<file path="src/rtl/seg7_scan_reader.sv">
// Recovers a 4-digit hex value from a multiplexed active-low 7-segment scan (seg/an) and hands
// it out over a valid/ready handshake. Define SEG7_SCAN_READER_ERRCNT_EN to add the err_cnt output.
module seg7_scan_reader #(
    parameter int unsigned STABLE_CYCLES = 4,
    parameter int unsigned TIMEOUT       = 65535
) (
    input  logic        clk,
    input  logic        rst_n,
    input  logic [6:0]  seg,
    input  logic [3:0]  an,
    output logic [15:0] value,
    output logic [3:0]  digit_err,
    output logic        valid,
`ifdef SEG7_SCAN_READER_ERRCNT_EN
    output logic [7:0]  err_cnt,
`endif
    input  logic        ready
);

    localparam logic [7:0]  StableMax  = 8'(STABLE_CYCLES);
    localparam logic [16:0] TimeoutVal = 17'(TIMEOUT);

    typedef enum logic {StCollect, StPresent} state_e;

    state_e      state_q, state_d;
    logic [6:0]  prev_seg_q, prev_seg_d;
    logic [3:0]  prev_an_q, prev_an_d;
    logic [7:0]  stab_q, stab_d;
    logic [15:0] tmo_q, tmo_d;
    logic [3:0]  mask_q, mask_d;
    logic [15:0] nib_q, nib_d;
    logic [3:0]  nerr_q, nerr_d;
    logic [15:0] value_q, value_d;
    logic [3:0]  digit_err_q, digit_err_d;
    logic        valid_q, valid_d;

    logic        an_legal;
    logic [1:0]  an_idx;
    logic [3:0]  dec_nib;
    logic        dec_err;
    logic        restart;
    logic        stab_hit;
    logic [16:0] tmo_inc;
    logic        tmo_hit;
    logic        capture;

    // Exactly one enable low selects a digit; anything else is treated as bus noise.
    always_comb begin
        an_legal = 1'b1;
        an_idx   = 2'd0;
        unique case (an)
            4'b1110: an_idx = 2'd0;
            4'b1101: an_idx = 2'd1;
            4'b1011: an_idx = 2'd2;
            4'b0111: an_idx = 2'd3;
            default: an_legal = 1'b0;
        endcase
    end

    always_comb begin
        dec_nib = 4'h0;
        dec_err = 1'b0;
        case (seg)
            7'b0000001: dec_nib = 4'h0;
            7'b1001111: dec_nib = 4'h1;
            7'b0010010: dec_nib = 4'h2;
            7'b0000110: dec_nib = 4'h3;
            7'b1001100: dec_nib = 4'h4;
            7'b0100100: dec_nib = 4'h5;
            7'b0100000: dec_nib = 4'h6;
            7'b0001111: dec_nib = 4'h7;
            7'b0000000: dec_nib = 4'h8;
            7'b0000100: dec_nib = 4'h9;
            7'b0001000: dec_nib = 4'hA;
            7'b1100000: dec_nib = 4'hB;
            7'b0110001: dec_nib = 4'hC;
            7'b1000010: dec_nib = 4'hD;
            7'b0110000: dec_nib = 4'hE;
            7'b0111000: dec_nib = 4'hF;
            default:    dec_err = 1'b1;
        endcase
    end

    // Stability tracking runs in every state so a pattern held across PRESENT is not re-captured.
    always_comb begin
        prev_seg_d = seg;
        prev_an_d  = an;
        restart    = !an_legal || (an != prev_an_q) || (seg != prev_seg_q);
        if (restart) begin
            stab_d = 8'd1;
        end else if (stab_q >= StableMax) begin
            stab_d = StableMax;
        end else begin
            stab_d = stab_q + 8'd1;
        end
        stab_hit = (stab_d == StableMax) && (restart || (stab_q != StableMax));
    end

    always_comb begin
        tmo_inc = {1'b0, tmo_q} + 17'd1;
        tmo_hit = (state_q == StCollect) && (mask_q != 4'b0000) && (tmo_inc >= TimeoutVal);
        capture = (state_q == StCollect) && an_legal && stab_hit && !mask_q[an_idx] && !tmo_hit;
    end

    always_comb begin
        state_d     = state_q;
        tmo_d       = tmo_q;
        mask_d      = mask_q;
        nib_d       = nib_q;
        nerr_d      = nerr_q;
        value_d     = value_q;
        digit_err_d = digit_err_q;
        valid_d     = valid_q;

        unique case (state_q)
            StCollect: begin
                if (mask_q == 4'b0000) begin
                    tmo_d = 16'h0000;
                end else if (tmo_hit) begin
                    tmo_d  = 16'h0000;
                    mask_d = 4'b0000;
                end else begin
                    tmo_d = tmo_inc[15:0];
                end

                if (capture) begin
                    mask_d[an_idx]               = 1'b1;
                    nib_d[{an_idx, 2'b00} +: 4] = dec_nib;
                    nerr_d[an_idx]               = dec_err;
                    if (mask_d == 4'b1111) begin
                        state_d     = StPresent;
                        value_d     = nib_d;
                        digit_err_d = nerr_d;
                        valid_d     = 1'b1;
                    end
                end
            end
            StPresent: begin
                if (valid_q && ready) begin
                    state_d = StCollect;
                    valid_d = 1'b0;
                    mask_d  = 4'b0000;
                    tmo_d   = 16'h0000;
                end
            end
            default: state_d = StCollect;
        endcase
    end

    always_ff @(posedge clk or negedge rst_n) begin
        if (!rst_n) begin
            state_q     <= StCollect;
            prev_seg_q  <= 7'h7F;
            prev_an_q   <= 4'hF;
            stab_q      <= 8'd0;
            tmo_q       <= 16'h0000;
            mask_q      <= 4'b0000;
            nib_q       <= 16'h0000;
            nerr_q      <= 4'b0000;
            value_q     <= 16'h0000;
            digit_err_q <= 4'b0000;
            valid_q     <= 1'b0;
        end else begin
            state_q     <= state_d;
            prev_seg_q  <= prev_seg_d;
            prev_an_q   <= prev_an_d;
            stab_q      <= stab_d;
            tmo_q       <= tmo_d;
            mask_q      <= mask_d;
            nib_q       <= nib_d;
            nerr_q      <= nerr_d;
            value_q     <= value_d;
            digit_err_q <= digit_err_d;
            valid_q     <= valid_d;
        end
    end

    assign value     = value_q;
    assign digit_err = digit_err_q;
    assign valid     = valid_q;

`ifdef SEG7_SCAN_READER_ERRCNT_EN
    logic [7:0] err_cnt_q, err_cnt_d;

    // Counts presented frames carrying any bad digit; sticks at 255.
    always_comb begin
        err_cnt_d = err_cnt_q;
        if ((state_q == StCollect) && (state_d == StPresent) && (digit_err_d != 4'b0000) &&
            (err_cnt_q != 8'hFF)) begin
            err_cnt_d = err_cnt_q + 8'd1;
        end
    end

    always_ff @(posedge clk or negedge rst_n) begin
        if (!rst_n) begin
            err_cnt_q <= 8'd0;
        end else begin
            err_cnt_q <= err_cnt_d;
        end
    end

    assign err_cnt = err_cnt_q;
`else
    // Error counter not built.
`endif

endmodule

</file>
<file path="config.mk">
export PLATFORM = sky130hd
export DESIGN_NAME = seg7_scan_reader
export DESIGN_NICKNAME = d
export VERILOG_FILES = /design/src/rtl/seg7_scan_reader.sv
export SDC_FILE = /design/constraint.sdc
export NUM_CORES = 1
export LEC_CHECK = 0
export CAP_MARGIN = 20
export CORE_ASPECT_RATIO = 0.9
export CORE_MARGIN = 4
export CORE_UTILIZATION = 63
export CTS_CLUSTER_DIAMETER = 120
export CTS_CLUSTER_SIZE = 8
export DETAILED_ROUTE_END_ITERATION = 8
export PLACE_DENSITY = 0.85
export SYNTH_ARGS = -nofsm -noshare
export SYNTH_HDL_FRONTEND = slang
export SYNTH_SLANG_ARGS = --single-unit
</file>
<file path="constraint.sdc">
create_clock -name clk -period 4.5 [get_ports clk]
set_input_delay 0.9 -clock clk [delete_from_list [all_inputs] [get_ports clk]]
set_output_delay 0.9 -clock clk [all_outputs]
set_load 0.03 [all_outputs]
</file>
==> results.md, run 1 <==
- The clock reaches the later pin of the worst-skew pair after 0.35 ns.
- The detailed-route via count is 3543.
- The number of post-CTS setup repair buffers is 0.
- The critical path required time is approximately 4.7 ns.
- The most common cell after layout, fill and taps aside is dfrtp_1.
- The floorplan has 29 rows.
- The setup-violating endpoint count in the final report is 0.
- The critical path's slowest cell is clkdlybuf4s50_1.
- The antenna violation net count after detailed routing is 0.
- Setup repair after global routing left no endpoint under its margin.
- The tightest min-delay check is of the flip-flop to flip-flop type.
- The pin count of the biggest net entering global routing is 82.
- The number of synthesized register bits is ~80.
- Across the run, the number of max-cap violations was 0.
- The first TritonRoute pass finished after 5 iterations.
- The filler cells instantiated in the layout total ~490.
- For this configuration, the core starts out at a cell density of 65.2%.
- After legalization and detailed placement, the total HPWL measured between 6000 and 7000 um.
- The number of antenna violations at the first check in global routing is 0.
- The worst pin sits at a relative slew slack of 46.3%.
- For the final routed database, the setup TNS stands at 0 ns.
- The kind of cell with the highest combined delay along the critical path is buffers and inverters.
- The number of primary I/O pins is 35.
- The cell area that synthesis handed to floorplanning was 0.00462 sq mm.
- The buffer cell driving the clock tree root is clkbuf_8.
- The die height is 89.2 um.
- Of all nets on the critical path, the largest fanout is 12.
- The worst setup path is launched from an input pin.
- The largest stage delay on the critical path is about 0.64 ns.
- The number of nets in the final layout is 503.
- For this run, the number of Yosys warnings is 0.
- After clock tree synthesis, the clock-pin slew on the worst setup and hold paths is 0.08 ns.
- The floorplan step defined a die boundary enclosing 0.00876 sq mm.
- The measured slew at the worst slew-check pin is 0.804 ns.
- The antenna diode count is 0.
- The core footprint is 0.00708 sq mm.
- The fmax is 271 MHz.
- Together, buffers and inverters on the worst path number 3.
- Of the available clock period, the critical path in the final layout requires 82.1%.
- The first global-routing pass estimated 16600 um of wire.
- The weighted congestion at the end of routability-driven global placement is ~0.85.
- Port buffering added 34 buffers.
- Counting the buffers created by CTS gives 9.
- After detailed routing, the total wire length is ~9900 um.
- The clock drives 81 sinks.
- In the synthesized netlist the async set-or-reset flop fraction comes to 100%.
- The worst setup skew after layout is 0.0142 ns.
- The flow ran to the end, and the final reports show no timing, DRC or antenna violations.
- The number of global-route vias before repair is 3388.
- In the layout the commonest cells are dfrtp_1, nand2_1, clkdlybuf4s50_1.
- The total count of hold-check failures in the final report came to 0.
- Counting flops with a built-in enable in the synthesized netlist gives 0.
- The placed instances occupy a cell area of 0.00499 sq mm.
- The layout overhead on the synthesized area is 12.6%.
- Across every metal layer, demand over resource in global routing totals a little under a quarter.
- In the routed design, unresolved DRC markers number 0.
- The maximum ir drop on the vdd rail is approximately 0.21 mV.
- A synthesized cell averages 10.4 sq um.
- The minimum period implied by the final worst setup slack is 3.69 ns.
- STA classifies the critical path endpoint as a flip-flop.
- The average routed wire per standard cell is between 15 and 20 um.
- The startpoint-to-endpoint class of the critical path is input pin to flip-flop.
- The number of DRC markers in iteration 0 is between 200 and 250.
- In this run the number of H-tree levels came out at 3.
- In this run the static leakage power is 2.21 nW.
- The fraction of layout cells with a size suffix above 1 is 17.4%.
- Walking the worst path, the cells encountered are clkdlybuf4s50_1 > xnor2_1 > or2_1 > inv_1 > ha_1 > o22ai_1 > nor2_1 > nand3_2 > buf_12 > mux2_4.
- The number of cells upsized or downsized after cts is 0.
- The global route total overflow is 0.
- The total count of max-transition violations in the final report is 0.
- For this design, the CTS-stage hold fixing added 0 buffers.
- The total power density per cell area is 262 mW/mm^2.
- In this run, distinct cell masters in the synthesized netlist total ~70.
- TritonCTS built the clock tree.
- Counting every instance in the synthesized netlist gives 445.
- The finished cells cover 0.00519 sq mm.
- The number of buffers between clock root and the deepest sink is 2.
- The die width is 98.2 um.
- For the worst setup path, the data arrival time is 3.93 ns.
- Summing the sequential cell areas from Yosys gives 44.2% of the chip area.
- Using the TritonRoute via totals, the vias-per-cell ratio works out to 6.15.
- In the synthesized netlist the dominant register cell turns out to be dfrtp_1.
## sequential cells by signal, indices dropped and copies added, names as in the netlist
name and count:
digit_err 4, mask_q 4, nerr_q 4, nib_q 16, prev_an_q 4, prev_seg_q 7, stab_q 8, state_q 1
tmo_q 16, valid 1, value 16
## worst paths after layout
kind                                       start                    end  slack, ns  cells past startpoint
setup / recovery                           an[3]   value[5]$_DFFE_PN0P_       0.81                     10
hold / removal             nib_q[15]$_DFFE_PN0P_  nib_q[15]$_DFFE_PN0P_       0.49                      1
setup reg to reg            tmo_q[0]$_DFFE_PN0P_   value[5]$_DFFE_PN0P_       1.10                      9
hold reg to reg            nib_q[15]$_DFFE_PN0P_  nib_q[15]$_DFFE_PN0P_       0.49                      1
max in group asynchronous                  rst_n   value[1]$_DFFE_PN0P_       3.40                      2
min in group asynchronous                  rst_n   tmo_q[6]$_DFFE_PN0P_       0.50                      1
## through the flow
step	power, mW	utilization [%]	hold WS, ns	instances	worst slack, ns
finish	1.36	73.4	0.495	576	0.807
detailed placement	0.861	70.5	0.477	559	0.462
CTS	1.36	73.1	0.499	574	0.829
floorplan	0.815	-	0.456	449	1.59
global placement	0.858	70.5	0.470	559	0.639
global route	1.42	73.4	0.510	576	0.662
## where the power goes
part	total, mW	internal [mW]	switching, mW
Sequential	0.743	0.739	0.00355
Combinational	0.108	0.0417	0.0665
Clock	0.508	0.250	0.258
## final cells by class
type                    count  area, sq um  area share (%)
multi-input cells         317         2330            44.8
flip-flops and latches     81         2040            39.3
inverters                  28          105            2.02
clock inverters             6         60.1            1.16
clock buffers               9          124            2.38
well taps                  93          116            2.24
repair buffers             42          420            8.09
## cell families after synthesis
| group | share of synthesized area (%) |
|---|---|
| muxes | 8.95 |
| buffers and inverters | 5.67 |
| adders and majority gates | 2.71 |
| xor gates and xnor gates | 3.42 |
| other | 0.0812 |
| AOI/OAI and AO/OA | 15.8 |
| DFF | 44.2 |
| and+or+nand+nor | 19.1 |
## per-layer routing
metal,track usage [%],vias to the layer above,routed length (um)
met5,0,-,0
met4,6.33,0,183
met3,6.47,24,524
met2,38.6,101,4740
met1,32.2,1748,4410
li1,-,1670,-
## synth_stat cells, types with 3 or more instances
library cell / count / area share [%]
clkbuf_1: 8 / 0.65
inv_1: 28 / 2.3
a21o_1: 7 / 1.1
xnor2_1: 14 / 2.7
buf_6: 3 / 0.73
nand4_1: 8 / 1.1
or3_1: 6 / 0.81
nor4_1: 4 / 0.54
nand2_1: 41 / 3.3
a211o_1: 3 / 0.57
dfrtp_1: 70 / 38
nand3_1: 18 / 2.0
buf_2: 9 / 0.98
ha_1: 10 / 2.7
a22o_1: 5 / 0.95
xor2_1: 4 / 0.76
o32a_1: 4 / 0.87
mux2_2: 7 / 1.7
o2bb2ai_1: 13 / 2.5
nor2_1: 19 / 1.5
mux2_1: 3 / 0.73
o21ai_0: 26 / 2.8
nor3_1: 10 / 1.1
nand3_2: 4 / 0.87
or4_1: 3 / 0.49
a21oi_1: 19 / 2.1
nand2b_1: 6 / 0.81
and3_1: 5 / 0.68
dfstp_2: 11 / 6.3
o21a_1: 3 / 0.49
o22ai_1: 9 / 1.2
mux2_4: 20 / 6.5
Power figures use the tool's default switching activity.
==> inputs of run 2 (changes only) <==
--- a/config.mk
+++ b/config.mk
@@ -8,11 +8,11 @@
 export CAP_MARGIN = 20
 export CORE_ASPECT_RATIO = 0.9
 export CORE_MARGIN = 4
-export CORE_UTILIZATION = 63
+export CORE_UTILIZATION = 53
 export CTS_CLUSTER_DIAMETER = 120
 export CTS_CLUSTER_SIZE = 8
 export DETAILED_ROUTE_END_ITERATION = 8
-export PLACE_DENSITY = 0.85
+export PLACE_DENSITY = 0.76
 export SYNTH_ARGS = -nofsm -noshare
 export SYNTH_HDL_FRONTEND = slang
 export SYNTH_SLANG_ARGS = --single-unit
==> constraint.sdc (replaced) <==
create_clock -name clk -period 3 [get_ports clk]
set_input_delay 0.6 -clock clk [delete_from_list [all_inputs] [get_ports clk]]
set_output_delay 0.6 -clock clk [all_outputs]
set_load 0.03 [all_outputs]
==> run 2 against run 1 <==
Net effect: register-to-register slack got worse by 0.84 ns; setup slack got worse by 0.64 ns; power increased by 57%; clock power up 62%; critical endpoint is now nib_q[9]$_DFFE_PN0P_; largest cell class unchanged; largest power group unchanged; highest routed layer unchanged.
==> results.md, run 2 (synthesized netlist as in run 1, its figures left out) <==
- The maximum fanout along the worst path is 11 (was 12).
- The HPWL reported at the end of detailed placement is 7330 um (was 7000 um).
- The number of H-tree levels is 3 (unchanged).
- The hold slack came to 0.0515 ns (was 0.495 ns).
- The detailed-router iteration count before antenna repair is 5 (unchanged).
- The clock-pin slew on the worst setup and hold paths is 0.09 ns (was 0.08 ns).
- The post-route fraction of the period consumed by the critical path is 94.4%.
- The antenna diode count came to 0 (unchanged).
- The number of primary I/O pins came to 35 (unchanged).
- The insertion delay of the later-clocked pin in the worst-skew pair is 0.36 ns (was 0.35 ns).
- Most used cells in the layout excluding fill and tap cells: dfrtp_1, buf_4, nand2_1 (was dfrtp_1, nand2_1, clkdlybuf4s50_1).
- The leakage power figure came to 2.48 nW (was 2.21 nW).
- The overall die area is 0.0103 sq mm (was 0.00876 sq mm).
- The kind of end point of the critical path is a flip-flop (unchanged).
- The die width came to 106 um (was 98.2 um).
- The antenna violation net count after detailed routing is 0 (unchanged).
- The setup slack after layout is 0.169 ns (was 0.807 ns).
- The total chip power is 2.13 mW (was 1.36 mW).
- The number of DRC markers in iteration 0 is 238 (was 219).
- The final routed DRC violation total is 0 (unchanged).
- The TritonCTS buffer count is 9 (unchanged).
- The worst path arrival time is 3.11 ns (was 3.93 ns).
- The detailed-route via count is 3732 (was 3543).
- The register share of total power came to 52.1% (was 54.7%).
- The worst setup skew after layout is 0.0108 ns (was 0.0142 ns).
- The most common cell after layout, fill and taps aside is dfrtp_1 (unchanged).
- The via density per instance is 5.68 (was 6.15).
- The number of filler instances in the final layout is 674 (was 488).
- Result of the run: finished clean (unchanged).
- The effective utilization at floorplan is 54.1% (was 65.2%).
- The startpoint type of the worst setup path is an input pin (unchanged).
- The max-capacitance violation count was 0 (unchanged).
- The measured slew at the worst slew-check pin is 1.04 ns (was 0.804 ns).
- The number of rows in the core area is 32 (was 29).
- The combinational share of power is 9.4% (was 8.0%).
- The number of global-route vias before repair is 3590 (was 3388).
- The setup-violating endpoint count in the final report is 0 (unchanged).
- The switching power share of the total was 25.1% (was 24.1%).
- The wire length of the first global-routing pass is 17000 um (was 16600 um).
- The average routed wire per standard cell was 15.5 um (was 17.1 um).
- The internal power came to 1.60 mW (was 1.03 mW).
- The number of antenna violations at the first check in global routing is 0 (unchanged).
- The aggregate global-route resource usage is 20.6% (was 23.8%).
- The class of the worst hold path was input pin to async pin (was flip-flop to flip-flop).
- The pin count of the biggest net entering global routing is 82 (unchanged).
- The switching power summed over all nets is 536 uW (was 328 uW).
- The layout overhead on the synthesized area is 23.0% (was 12.6%).
- The total power density per cell area came to 376 mW/mm^2 (was 262 mW/mm^2).
- The global route total overflow is 0 (unchanged).
- The area taken by flip-flops and latches came to 0.00204 sq mm (unchanged).
- Setup repair after global routing missed its margin: no (unchanged).
- The sum of negative setup slack is 0 ns (unchanged).
- The total count of hold-check failures in the final report is 0 (unchanged).
- The number of nets in the final layout is 557 (was 503).
- The critical path required time is 3.28 ns (was 4.73 ns).
- The number of buffers between clock root and the deepest sink is 2 (unchanged).
- The minimum period implied by the final worst setup slack is 2.83 ns.
- For this run, the top clock speed supported by timing is 353 MHz.
- The hold-fix buffer count after cts is 0 (unchanged).
- The total count of max-transition violations in the final report is 0 (unchanged).
- The startpoint-to-endpoint class of the critical path is input pin to flip-flop (unchanged).
- The TritonCTS clock tree is built (unchanged).
- The buffer cell driving the clock tree root is clkbuf_8 (unchanged).
- The part of the power in the clock network is 38.5% (was 37.4%).
- The pre-CTS setup slack is -0.117 ns (was 0.462 ns).
- The fraction of layout cells with a size suffix above 1 is 25.8% (was 17.4%).
- The die height is 96.5 um (was 89.2 um).
- The area of combinational cells with multiple inputs came to 0.00233 sq mm (about the same).
- The total clock sinks is 81 (unchanged).
- The maximum ir drop on the vdd rail was 0.234 mV (was 0.206 mV).
- The number of post-CTS setup repair buffers came to 0 (unchanged).
- The number of cells upsized or downsized after cts was 0 (unchanged).
- The weighted congestion at the end of routability-driven global placement is 0.899 (was 0.846).
- The worst slew margin relative to its limit is 29.5% (was 46.3%).
- The post-detailed-routing wire length came to 10200 um (was 9850 um).
- The number of buffers inserted by port buffering is 34 (unchanged).
- The core footprint is 0.00853 sq mm (was 0.00708 sq mm).
[run 2: cell type report]
cell class,count,area share [%]
Multi-Input combinational cell,317,41.1
Sequential cell,81,35.9
Timing Repair Buffer,96,14.9
Tap cell,119,2.62
Clock buffer,10,2.25
Inverter,28,1.85
Clock inverter,6,1.32
[run 2: worst max-delay path, stage by stage]
cell,delay [ns]
clkdlybuf4s50_1,0.68
buf_4,0.18
a22oi_1,0.08
o21a_1,0.18
o41ai_1,0.84
nand3_1,0.32
o2bb2ai_1,0.23
[run 2: routing by layer]
layer,vias to the layer above,wire length [um],global-route usage [%]
met3,10,505,3.99
met2,111,4780,33.6
met5,-,0,0
li1,1790,-,-
met1,1821,4820,28.3
met4,0,111,5.61
[run 2: path summary, 6_finish.rpt]
| check | startpoint | end | slack [ns] | depth (start not counted) |
|---|---|---|---|---|
| max in group asynchronous | rst_n | prev_an_q[2]$_DFF_PN1_ | 2.34 | 2 |
| hold reg to reg | nib_q[3]$_DFFE_PN0P_ | nib_q[3]$_DFFE_PN0P_ | 0.50 | 1 |
| setup reg to reg | tmo_q[0]$_DFFE_PN0P_ | nerr_q[2]$_DFFE_PN0P_ | 0.26 | 9 |
| hold / removal | rst_n | tmo_q[9]$_DFFE_PN0P_ | 0.05 | 1 |
| min in group clk | nib_q[3]$_DFFE_PN0P_ | nib_q[3]$_DFFE_PN0P_ | 0.50 | 1 |
| setup / recovery | seg[5] | nib_q[9]$_DFFE_PN0P_ | 0.17 | 7 |
[run 2: through the flow]
stage               area [sq um]  instances  utilization [%]
floorplan                   4630        449                -
global placement            5440        640             63.8
detailed placement          5440        640             63.8
CTS                         5650        656             66.2
global route                5680        657             66.6
finish                      5680        657             66.6
[run 2: power by group through the flow]
| stage | clock, mW | combinational, mW | sequential [mW] |
|---|---|---|---|
| after floorplan | 0 | 0.0884 | 1.13 |
| after global placement | 0 | 0.190 | 1.13 |
| after detailed placement | 0 | 0.196 | 1.13 |
| after CTS | 0.844 | 0.197 | 1.11 |
| after global routing | 0.880 | 0.222 | 1.11 |
| final | 0.821 | 0.201 | 1.11 |
